===== src/rtl/freq_meter_pkg.sv =====
// Shared types and constants for the frequency/period meter.
package freq_meter_pkg;

    localparam int SYS_CLK_HZ = 27_000_000;

    typedef enum logic [1:0] {
        IDLE = 2'd0,
        ARM  = 2'd1,
        MEAS = 2'd2,
        DONE = 2'd3
    } state_t;

endpackage


===== src/rtl/sync_edge_det.sv =====
// Multi-stage synchronizer with single-cycle rise/fall pulses on the synchronized level.
module sync_edge_det #(
    parameter int STAGES = 2
) (
    input  logic clk,
    input  logic rst_n,
    input  logic d,
    output logic q,
    output logic rise,
    output logic fall
);

    logic [STAGES-1:0] sync_q;
    logic [STAGES-1:0] sync_d;
    logic              prev_q;
    logic              prev_d;

    always_comb begin
        sync_d = {sync_q[STAGES-2:0], d};
        prev_d = sync_q[STAGES-1];
    end

    always_ff @(posedge clk or negedge rst_n) begin
        if (!rst_n) begin
            sync_q <= '0;
            prev_q <= 1'b0;
        end else begin
            sync_q <= sync_d;
            prev_q <= prev_d;
        end
    end

    assign q    = sync_q[STAGES-1];
    assign rise = q & ~prev_q;
    assign fall = ~q & prev_q;

endmodule


===== src/rtl/freq_meter.sv =====
// Measures period and high time of a slow asynchronous input in clk cycles.
// state | meaning
// IDLE  | waiting for start
// ARM   | waiting for the first rising edge
// MEAS  | counting until the next rising edge
// DONE  | result presented, waiting for res_ready
module freq_meter
    import freq_meter_pkg::*;
#(
    parameter int CNT_W       = 24,
    parameter int SYNC_STAGES = 2,
    parameter int TIMEOUT_CYC = SYS_CLK_HZ
) (
    input  logic             clk,
    input  logic             rst_n,
    input  logic             sig_in,
    input  logic             start,
    output logic [CNT_W-1:0] period_cyc,
    output logic [CNT_W-1:0] high_cyc,
    output logic             res_valid,
    input  logic             res_ready,
    output logic             timeout,
    output logic             busy
);

    localparam int               TMR_W    = $clog2(TIMEOUT_CYC + 1);
    localparam logic [TMR_W-1:0] TMR_LOAD = TMR_W'(TIMEOUT_CYC - 1);
    localparam logic [CNT_W-1:0] CNT_MAX  = '1;

    logic sig_s, rise, fall;

    sync_edge_det #(.STAGES(SYNC_STAGES)) u_sync (
        .clk  (clk),
        .rst_n(rst_n),
        .d    (sig_in),
        .q    (sig_s),
        .rise (rise),
        .fall (fall)
    );

    state_t            state_q, state_d;
    logic [CNT_W-1:0]  period_q, period_d;
    logic [CNT_W-1:0]  high_q, high_d;
    logic [TMR_W-1:0]  tmr_q, tmr_d;
    logic [CNT_W-1:0]  per_res_q, per_res_d;
    logic [CNT_W-1:0]  high_res_q, high_res_d;
    logic              tout_q, tout_d;

    // Timer is a down-counter: loaded with TIMEOUT_CYC-1, expires at zero.
    always_comb begin
        state_d    = state_q;
        period_d   = period_q;
        high_d     = high_q;
        tmr_d      = tmr_q;
        per_res_d  = per_res_q;
        high_res_d = high_res_q;
        tout_d     = tout_q;
        case (state_q)
            IDLE: begin
                if (start) begin
                    state_d  = ARM;
                    period_d = '0;
                    high_d   = '0;
                    tmr_d    = TMR_LOAD;
                end
            end
            ARM: begin
                if (rise) begin
                    state_d  = MEAS;
                    period_d = CNT_W'(1);
                    high_d   = CNT_W'(1);
                    tmr_d    = TMR_LOAD;
                end else if (tmr_q == '0) begin
                    state_d    = DONE;
                    tout_d     = 1'b1;
                    per_res_d  = '0;
                    high_res_d = '0;
                end else begin
                    tmr_d = tmr_q - 1'b1;
                end
            end
            MEAS: begin
                period_d = (period_q == CNT_MAX) ? period_q : period_q + 1'b1;
                if (sig_s && high_q != CNT_MAX) begin
                    high_d = high_q + 1'b1;
                end
                // A rise wins over a simultaneous timer expiry.
                if (rise) begin
                    state_d = DONE;
                    if (period_q == CNT_MAX) begin
                        tout_d     = 1'b1;
                        per_res_d  = '0;
                        high_res_d = '0;
                    end else begin
                        tout_d     = 1'b0;
                        per_res_d  = period_q;
                        high_res_d = high_q;
                    end
                end else if (tmr_q == '0) begin
                    state_d    = DONE;
                    tout_d     = 1'b1;
                    per_res_d  = '0;
                    high_res_d = '0;
                end else if (fall) begin
                    tmr_d = TMR_LOAD;
                end else begin
                    tmr_d = tmr_q - 1'b1;
                end
            end
            DONE: begin
                if (res_ready) begin
                    state_d    = IDLE;
                    tout_d     = 1'b0;
                    per_res_d  = '0;
                    high_res_d = '0;
                end
            end
            default: state_d = IDLE;
        endcase
    end

    always_ff @(posedge clk or negedge rst_n) begin
        if (!rst_n) begin
            state_q    <= IDLE;
            period_q   <= '0;
            high_q     <= '0;
            tmr_q      <= '0;
            per_res_q  <= '0;
            high_res_q <= '0;
            tout_q     <= 1'b0;
        end else begin
            state_q    <= state_d;
            period_q   <= period_d;
            high_q     <= high_d;
            tmr_q      <= tmr_d;
            per_res_q  <= per_res_d;
            high_res_q <= high_res_d;
            tout_q     <= tout_d;
        end
    end

    assign period_cyc = per_res_q;
    assign high_cyc   = high_res_q;
    assign timeout    = tout_q;
    assign res_valid  = (state_q == DONE);
    assign busy       = (state_q != IDLE);

endmodule

===== config.mk =====
export PLATFORM = sky130hd
export DESIGN_NAME = freq_meter
export DESIGN_NICKNAME = d
export VERILOG_FILES = /design/src/rtl/freq_meter_pkg.sv /design/src/rtl/sync_edge_det.sv /design/src/rtl/freq_meter.sv
export SDC_FILE = /design/constraint.sdc
export NUM_CORES = 1
export LEC_CHECK = 0
export ABC_CLOCK_PERIOD_IN_PS = 6600
export CORE_MARGIN = 10
export CORE_UTILIZATION = 45
export CTS_BUF_LIST = sky130_fd_sc_hd__clkbuf_16
export DETAILED_ROUTE_END_ITERATION = 16
export PLACE_DENSITY = 0.62
export SYNTH_ARGS = -nofsm -noshare
export SYNTH_HDL_FRONTEND = slang
export SYNTH_SLANG_ARGS = --single-unit

===== constraint.sdc =====
create_clock -name clk -period 6.6 [get_ports clk]
set_clock_uncertainty 0.2 [all_clocks]
set_input_delay 1.32 -clock clk [delete_from_list [all_inputs] [get_ports clk]]
set_output_delay 1.32 -clock clk [all_outputs]
set_load 0.05 [all_outputs]

==> flow_metrics.py, run 1 <==
metrics = {
    "synth": {
        "syn_nets": 695,
        "yosysSeqAreaShare": 0.495,
        "yosys.area_share.simple": 0.184,
        "muxShareOfSynthArea": 0.00312,
        "ys_ff_latch": 127,
        "synth_top_family_by_area": "compound AO/OA/AOI/OAI gates",
        "synth_edf_count": 0,
        "synth_top_flop_cell": "dfrtp_1",
        "synth_area_um2": 6420,
        "synth_cell_types": 58,
        "synthAdderAreaFrac": 0.0175,
        "synth_xor_area_frac": 0.00409,
        "netlist_instances": 681,
        "syn_avg_cell_area_um2": 9.42,
        "synth-compound-area-share": 0.260,
        "yosys_warnings": 0,
        "async_flop_share": 1.00,
    },
    "critical_path": {
        "critical_path_class": "flop to flop",
        "start_kind": "flop",
        "crit_slowest_cell": "a21oi_1",
        "critical_path_buf_inv_count": 1,
        "worstPathArrival_ns": 3.89,
        "r2r_end": "period_q[7]$_DFFE_PN0P_",
        "regToRegSetupSlack_ns": 2.84,
        "reg2reg_depth": 7,
        "required_ns": 6.74,
        "cp-end-kind": "flop",
        "crit_chain": "inv_1 -> ha_1 -> and2_0 -> o211ai_1 -> a21oi_1 -> nand3_1 -> o21ai_0",
        "crit_start": "state_q[0]$_DFFE_PN0P_",
        "r2r-start": "state_q[0]$_DFFE_PN0P_",
        "cp_top_family": "compound AO/OA/AOI/OAI gates",
        "cpPeakStageDelay_ns": 0.87,
        "cp_max_fo": 15,
    },
    "timing": {
        "period_share": 0.569,
        "tns_ns": 0,
        "rsz0062_at_grt": "false",
        "slew_headroom": 0.231,
        "hold_violations": 0,
        "finalCriticalPeriod_ns": 3.76,
        "drv_slew": 0,
        "hold_ws_ns": 0.202,
        "max_freq_mhz": 266,
        "setup_viol": 0,
        "worst_pin_slew_ns": 1.15,
    },
    "floorplan": {
        "die_height_um": 139,
        "initial_core_util": 0.461,
        "rows": 43,
        "core_area_um2": 13900,
        "die_x_um": 139,
        "top_level_ports": 56,
        "dieArea_um2": 19400,
    },
    "drt": {
        "drt_iter0_markers": 620,
        "wl_mm": 16.4,
        "drt-vias-per-instance": 6.13,
        "drc": 0,
        "post_drt_wl_per_cell_um": 17.8,
        "drtPass1Iterations": 5,
        "route.antenna.remaining_nets": 0,
        "vias": 5617,
    },
    "global_routing": {
        "grt_use_total": 0.169,
        "antenna_found_initial": 0,
        "grt_max_degree": 67,
        "grt-ovfl-total": 0,
        "grt_pass1_vias": 5524,
        "grt_pass1_wl_mm": 27.7,
    },
    "min_path": {
        "hold_path.class": "flop to flop",
        "holdPathStages": 0,
        "min_delay_worst_endpoint": "u_sync.sync_q[1]$_DFF_PN0_",
        "hp-start": "u_sync.sync_q[0]$_DFF_PN0_",
    },
    "clocking": {
        "cts_resized": 0,
        "postCtsSetupRepairBufs": 0,
        "cts.sinks": 127,
        "tritoncts": "yes",
        "htreeDepth": 4,
        "cts_buffer_depth": 2,
        "clock_latency_ns": 0.42,
        "clkTransAtPathRegs_ns": 0.06,
        "cts_buffers": 17,
        "postCtsHoldBufs": 0,
        "root_buffer": "clkbuf_16",
    },
    "placement": {
        "gp_congestion": 0.867,
        "port_buffers": 55,
        "dp.final_hpwl_mm": 11.0,
    },
    "layout": {
        "antenna_cells": 0,
        "multi_input_area_um2": 3030,
        "final_nets": 739,
        "num-fill-cells": 1227,
        "seq_area_um2": 3180,
        "layout-drive-gt1-share": 0.0557,
        "syn2layout_area_growth_pct": 19.1,
    },
    "power_and_ir_drop": {
        "power.density_nw_per_um2": 366,
        "p_leak_nw": 3.19,
        "peakVddDrop_mv": 0.197,
    },
    "outcome": {
        "status": "finished clean",
    },
    "flow_run": {
        "max_cap_viol_count": 0,
    },
}
[synth_stat cells (all sizes together), types with 2 or more instances]
| cell type | count | share of area |
|---|---|---|
| nand3 | 16 | 0.012 |
| and3 | 12 | 0.012 |
| and4 | 5 | 0.0068 |
| nand4 | 22 | 0.021 |
| nor2 | 59 | 0.035 |
| nand2 | 52 | 0.030 |
| ha | 9 | 0.018 |
| o211a | 2 | 0.0031 |
| nor3b | 2 | 0.0023 |
| xnor2 | 3 | 0.0041 |
| o2bb2ai | 3 | 0.0041 |
| dfrtp | 127 | 0.50 |
| a21o | 2 | 0.0023 |
| a31oi | 27 | 0.026 |
| inv | 13 | 0.0076 |
| a2111oi | 3 | 0.0041 |
| nor4b | 2 | 0.0027 |
| a211oi | 5 | 0.0058 |
| o21ai | 90 | 0.070 |
| a21oi | 42 | 0.033 |
| a221o | 2 | 0.0031 |
| or2 | 3 | 0.0029 |
| a41oi | 5 | 0.0068 |
| a22o | 51 | 0.070 |
| or3 | 5 | 0.0049 |
| nand2b | 6 | 0.0058 |
| o31ai | 10 | 0.014 |
| buf | 12 | 0.013 |
| nor4 | 9 | 0.0097 |
| or4 | 5 | 0.0064 |
| clkbuf | 26 | 0.015 |
| nor3 | 20 | 0.016 |
| o21a | 3 | 0.0035 |
| mux2i | 2 | 0.0031 |
| o41ai | 2 | 0.0027 |
| and2 | 8 | 0.0078 |
| nor2b | 4 | 0.0039 |
[worst reg2reg max path, cell delays in order, from the launching register on]
cell and delay (ns):
dfrtp_1 0.40, inv_1 0.15, ha_1 0.42, and2_0 0.80, o211ai_1 0.49, a21oi_1 0.87, nand3_1 0.16, o21ai_0 0.19
[flip-flops by register name (all words and copies together), names as in the netlist]
register,cells
u_sync.sync_q,2
period_cyc,24
timeout,1
period_q,24
high_cyc,24
state_q,2
high_q,24
tmr_q,25
u_sync.prev_q,1
[stage by stage]
step / cell area [um^2] / worst slack, ns / total power [mW] / utilization / instances
floorplan: 6420 / 3.77 / 1.65 / - / 681
global placement: 7090 / 2.71 / 1.87 / 0.509 / 886
global route: 7640 / 2.51 / 2.97 / 0.549 / 916
CTS: 7640 / 2.86 / 2.80 / 0.549 / 916
detailed placement: 7090 / 2.51 / 1.89 / 0.509 / 886
finish: 7640 / 2.84 / 2.80 / 0.549 / 916
[area by class of cell]
type	count	area share
Sequential cell	127	0.416
Multi-Input combinational cell	503	0.396
Timing Repair Buffer	63	0.0795
Clock buffer	17	0.0556
Tap cell	180	0.0295
Clock inverter	13	0.0173
Inverter	13	0.00638
[how the worst max path moves through the flow]
| stage | to | slack, ns | depth (start not counted) |
|---|---|---|---|
| CTS | period_q[5]$_DFFE_PN0P_ | 2.86 | 7 |
| detailed placement | high_q[12]$_DFFE_PN0P_ | 2.51 | 6 |
| finish | period_q[7]$_DFFE_PN0P_ | 2.84 | 7 |
| floorplan | high_q[12]$_DFFE_PN0P_ | 3.77 | 6 |
| global placement | high_q[12]$_DFFE_PN0P_ | 2.71 | 6 |
| global route | period_q[12]$_DFFE_PN0P_ | 2.51 | 7 |
[cells in the final DEF (no fill, tap or decap), drive strengths merged, types with 6 or more instances in the layout]
cell type	instances
ha	9
o21ai	90
a31oi	27
dfrtp	127
nand2	52
inv	16
and3	12
clkbuf	17
buf	9
nor3	20
nand3	16
a22o	51
nor2	59
and2	8
nor4	9
nand2b	6
clkinv	7
clkdlybuf4s50	54
o31ai	10
nand4	22
a21oi	42
[power breakdown]
| part | switching (mW) | total, mW | internal (mW) | leakage, nW |
|---|---|---|---|---|
| Sequential | 0.0843 | 0.951 | 0.866 | 1.71 |
| Clock | 0.327 | 0.904 | 0.577 | 0.288 |
| Combinational | 0.654 | 0.943 | 0.290 | 1.19 |
| Total | 1.06 | 2.80 | 1.73 | 3.19 |
[cells by family after synthesis]
group	after synthesis
xor+xnor	3
compound gates	256
buf+inv	51
fa+ha+maj	9
simple gates	233
flops	127
mux	2
[per-layer routing]
metal  vias up  track usage  part of all wire
met5         -            0                 0
met4         0       0.0692             0.018
met3        31       0.0453             0.053
met2       169        0.273              0.48
met1      2745        0.210              0.45
li1       2672            -                 -
Note: power is estimated with default switching activity, not from simulation.
==> inputs of run 2 (changes only) <==
--- a/config.mk
+++ b/config.mk
@@ -5,7 +5,7 @@
 export SDC_FILE = /design/constraint.sdc
 export NUM_CORES = 1
 export LEC_CHECK = 0
-export ABC_CLOCK_PERIOD_IN_PS = 6600
+export ABC_CLOCK_PERIOD_IN_PS = 3880
 export CORE_MARGIN = 10
 export CORE_UTILIZATION = 45
 export CTS_BUF_LIST = sky130_fd_sc_hd__clkbuf_16
==> constraint.sdc (replaced) <==
create_clock -name clk -period 3.88 [get_ports clk]
set_clock_uncertainty 0.2 [all_clocks]
set_input_delay 0.776 -clock clk [delete_from_list [all_inputs] [get_ports clk]]
set_output_delay 0.776 -clock clk [all_outputs]
set_load 0.05 [all_outputs]
==> flow_metrics.py, run 2 (synthesized netlist as in run 1, its figures left out) <==
metrics = {
    "critical_path": {
        "start_kind": "flop",
        "crit_chain": "inv_1 -> ha_1 -> or4b_1 -> or4_4 -> o31ai_4 -> o21ai_0 -> o21ai_1",
        "required_ns": 4.02,
        "crit_slowest_cell": "o31ai_4",
        "critical_path_class": "flop to flop",
        "cp_max_fo": 34,
        "cpPeakStageDelay_ns": 0.99,
        "cp-end-kind": "flop",
        "critical_path_buf_inv_count": 1,
        "cp_top_family": "compound AO/OA/AOI/OAI gates",
        "worstPathArrival_ns": 3.62,
    },
    "timing": {
        "worst_pin_slew_ns": 1.18,
        "setup_viol": 0,
        "hold_violations": 0,
        "max_freq_mhz": 288,
        "period_share": 0.895,
        "finalCriticalPeriod_ns": 3.47,
        "tns_ns": 0,
        "slew_headroom": 0.213,
        "rsz0062_at_grt": "false",
        "drv_slew": 0,
    },
    "global_routing": {
        "grt_max_degree": 68,
        "grt_use_total": 0.176,
        "grt_pass1_vias": 5548,
        "grt_pass1_wl_mm": 28.8,
        "antenna_found_initial": 0,
        "grt-ovfl-total": 0,
    },
    "drt": {
        "wl_mm": 17.0,
        "vias": 5724,
        "drt_iter0_markers": 432,
        "drtPass1Iterations": 5,
        "route.antenna.remaining_nets": 0,
        "post_drt_wl_per_cell_um": 18.3,
        "drc": 0,
        "drt-vias-per-instance": 6.17,
    },
    "layout": {
        "final_cell_mix": "dfrtp_1 (127), o21ai_0 (81), nor2_1 (58)",
        "final_common_cell": "dfrtp_1",
        "syn2layout_area_growth_pct": 22.0,
        "top_register": "tmr_q",
        "largest_reg_flops": 25,
        "antenna_cells": 0,
        "final_nets": 749,
        "layout-drive-gt1-share": 0.0762,
        "fin_area_um2": 7830,
    },
    "floorplan": {
        "top_level_ports": 56,
        "die_x_um": 139,
        "initial_core_util": 0.461,
        "core_area_um2": 13900,
        "dieArea_um2": 19400,
        "rows": 43,
        "die_height_um": 139,
    },
    "power_and_ir_drop": {
        "p_leak_nw": 3.26,
        "power.density_nw_per_um2": 648,
        "peakVddDrop_mv": 0.315,
    },
    "clocking": {
        "cts_buffer_depth": 2,
        "cts_resized": 0,
        "postCtsSetupRepairBufs": 0,
        "cts_buffers": 17,
        "postCtsHoldBufs": 0,
        "tritoncts": "yes",
        "clkTransAtPathRegs_ns": 0.06,
        "clock_latency_ns": 0.42,
        "htreeDepth": 4,
        "cts.sinks": 127,
        "root_buffer": "clkbuf_16",
    },
    "placement": {
        "port_buffers": 55,
        "dp.final_hpwl_mm": 11.3,
        "place_area_um2": 7160,
        "gp_congestion": 0.849,
    },
    "outcome": {
        "status": "finished clean",
    },
    "min_path": {
        "hold_path.class": "flop to flop",
    },
    "flow_run": {
        "max_cap_viol_count": 0,
    },
}
## run 2: changes by cell type in the layout (fill, tap and decap cells not counted)
| cell | change |
|---|---|
| buf_4 | +10 |
| clkinvlp_4 | +5 |
| clkinv_2 | -4 |
| bufinv_16 | +3 |
| clkinv_1 | -2 |
| inv_1 | -2 |
| clkinv_4 | +1 |
| inv_6 | +1 |
## run 2: power breakdown
group / total (mW) / switching, mW / internal (mW)
combinational: 1.65 / 1.13 / 0.520
sequential: 1.61 / 0.139 / 1.47
clock: 1.81 / 0.608 / 1.20
total: 5.08 / 1.88 / 3.19
## run 2: final timing paths
kind | from | endpoint | slack (ns) | depth (start not counted)
min in group asynchronous | rst_n | period_cyc[20]$_DFFE_PN0P_ | 0.27 | 1
max | tmr_q[0]$_DFFE_PN0P_ | tmr_q[3]$_DFFE_PN0P_ | 0.41 | 7
max in group asynchronous | rst_n | high_cyc[0]$_DFFE_PN0P_ | 2.31 | 2
max reg2reg | tmr_q[0]$_DFFE_PN0P_ | tmr_q[3]$_DFFE_PN0P_ | 0.41 | 7
min reg2reg | u_sync.sync_q[0]$_DFF_PN0_ | u_sync.sync_q[1]$_DFF_PN0_ | 0.19 | 0
min | u_sync.sync_q[0]$_DFF_PN0_ | u_sync.sync_q[1]$_DFF_PN0_ | 0.19 | 0
## run 2: area by class of cell
type	count	area [um^2]
Clock buffer	17	425
Clock inverter	15	243
Fill cell	1242	6100
Inverter	13	48.8
Multi-Input combinational cell	503	3030
Sequential cell	127	3180
Tap cell	180	225
Timing Repair Buffer	73	683
## run 2: through the flow
step	cells	setup slack, ns	utilization	hold WS, ns	total power [mW]
finish	928	0.406	0.562	0.195	5.08
floorplan	681	1.14	-	0.131	2.80
global route	928	0.146	0.562	0.213	5.38
global placement	896	0.602	0.514	0.181	3.21
CTS	928	0.417	0.562	0.191	5.09
detailed placement	896	0.422	0.514	0.177	3.27
## run 2: layer usage
| metal | wire [um] | vias to the layer above | GRT usage |
|---|---|---|---|
| met5 | 0 | - | 0 |
| met4 | 245 | 0 | 0.0632 |
| met3 | 861 | 23 | 0.0449 |
| met2 | 8140 | 153 | 0.280 |
| met1 | 7710 | 2853 | 0.225 |
| li1 | - | 2695 | - |
==> patch, RTL diff (settings of run 2) <==
Take the reset off `per_res_q` and load it in a clocked block of its own.
--- a/src/rtl/freq_meter.sv
+++ b/src/rtl/freq_meter.sv
@@ -125,7 +125,6 @@
             period_q   <= '0;
             high_q     <= '0;
             tmr_q      <= '0;
-            per_res_q  <= '0;
             high_res_q <= '0;
             tout_q     <= 1'b0;
         end else begin
@@ -133,10 +132,13 @@
             period_q   <= period_d;
             high_q     <= high_d;
             tmr_q      <= tmr_d;
-            per_res_q  <= per_res_d;
             high_res_q <= high_res_d;
             tout_q     <= tout_d;
         end
+    end
+
+    always_ff @(posedge clk) begin
+        per_res_q <= per_res_d;
     end
 
     assign period_cyc = per_res_q;
Formal check against the unedited RTL: same outputs for any inputs over 4 cycles, from zero or initial values and one cycle with rst_n low; that may be too few to reach the edited logic, so the function may still have changed.
==> patch against run 2 <==
Count of clock-buffer cells in the layout is the same; largest power group is now combinational cells; setup slack better by 350 ps; sequential power grew 24%; cell area increased by 3.1%; sequential cell count stayed put; utilization fell by 1.3 points; synthesized cell count decreased by 2.1%; critical path depth down 3; power grew 23%; synthesized area increased by 6.4%; hold slack got worse by 52 ps; routed wire length rose by 4.3%; final cell count decreased by 2.0%; sequential share of layout area is 0.27 points higher.
==> patch: results (changes against run 2) <==
Status: completed (unchanged)
Largest net degree at the start of global routing: 64 (was 68)
Post-DP HPWL: 11.9 mm (was 11.3 mm)
Sequential cells: 127 (unchanged)
WP data arrival: 2150 ps (was 3620 ps)
Post-Syn Instances: 667 (was 681)
Leakage: 3.34 nW (was 3.26 nW)
Detailed-route vias per instance: 6.26 (was 6.17)
Synth cell count leaders: 103 x dfrtp_1, 48 x a22o_1, 39 x nand3_1 (was 127 x dfrtp_1, 81 x o21ai_0, 58 x nor2_1)
Multi-input gate share of total cell area: 39.8% (was 38.7%)
Cell Count, Final, Fillers Out: 909 (was 928)
Dpl cells: 877 (was 896)
Largest cells by area after synthesis: dfrtp_1 38%, edfxtp_1 11%, a22o_1 6.2% (was dfrtp_1 50%, a22o_1 7.0%, o21ai_0 6.3%)
Max VDD drop: 0.355 mV (was 0.315 mV)
Flop pwr share: 31.9% (was 31.8%)
Worst Hold Class: input pin to async pin (was flip-flop to flip-flop)
Total GRT Usage: 17.7% (was 17.6%)
Clk cell area share: 7.18% (was 8.53%)
Share of layout cells above drive strength 1: 9.38% (was 7.62%)
Synth Area in Compound Gates: 26.5% (was 26.0%)
Register area share after synthesis: 48.3% (was 49.5%)
Max-slew headroom: 25.9% (was 21.3%)
GPL Wtd Cong: 0.865 (was 0.849)
Non-clock inverter total of the final layout: 22 (was 13)
Iter 0 DRT Violations: 539 (was 432)
-- patch: cell count changes after synthesis, sizes merged, moves of 15 or more --
| cell | change |
|---|---|
| o21ai | -61 |
| o31ai | +24 |
| nand2 | -21 |
| nand3 | +24 |
| dfrtp | -24 |
| edfxtp | +24 |
| a21oi | -19 |
| nor2 | -22 |
| a31oi | -15 |
-- patch: cell families after synthesis --
family | count (synthesis)
AO/OA/AOI/OAI | 236
adder cells (fa/ha/maj) | 9
buffers and inverters | 65
flip-flops | 127
multiplexers | 4
AND/OR/NAND/NOR | 226
-- patch: stage by stage --
stage | area, sq um | setup WS, ps
5_1_grt | 8070 | 521
4_1_cts | 8070 | 753
3_3_place_gp | 7490 | 812
2_1_floorplan | 6830 | 989
6_report | 8070 | 757
3_5_place_dp | 7490 | 761
-- patch: critical path, cell delays in order, from the launching register on --
cell	delay, ps
dfrtp_1	400
inv_1	110
ha_1	260
inv_1	130
clkdlybuf4s50_1	830
-- patch: metal layers --
| layer | vias up | part of all wire, % | wire, microns | GRT usage (%) |
|---|---|---|---|---|
| li1 | 2722 | - | - | - |
| met1 | 2804 | 45 | 8010 | 23.0 |
| met2 | 144 | 48 | 8470 | 28.4 |
| met3 | 22 | 5.2 | 919 | 3.78 |
| met4 | 0 | 1.6 | 289 | 6.68 |
| met5 | - | 0 | 0 | 0 |
-- patch: final timing paths --
| kind | startpoint | to | depth (start not counted) |
|---|---|---|---|
| min in group clk | u_sync.sync_q[0] | u_sync.sync_q[1] | 0 |
| max in group asynchronous | rst_n | tmr_q[24] | 2 |
| worst max register to register | high_q[0] | high_q[5] | 6 |
| worst max-delay path | state_q[0] | busy | 4 |
| worst min register to register | u_sync.sync_q[0] | u_sync.sync_q[1] | 0 |
| worst min-delay path | rst_n | high_cyc[6] | 1 |
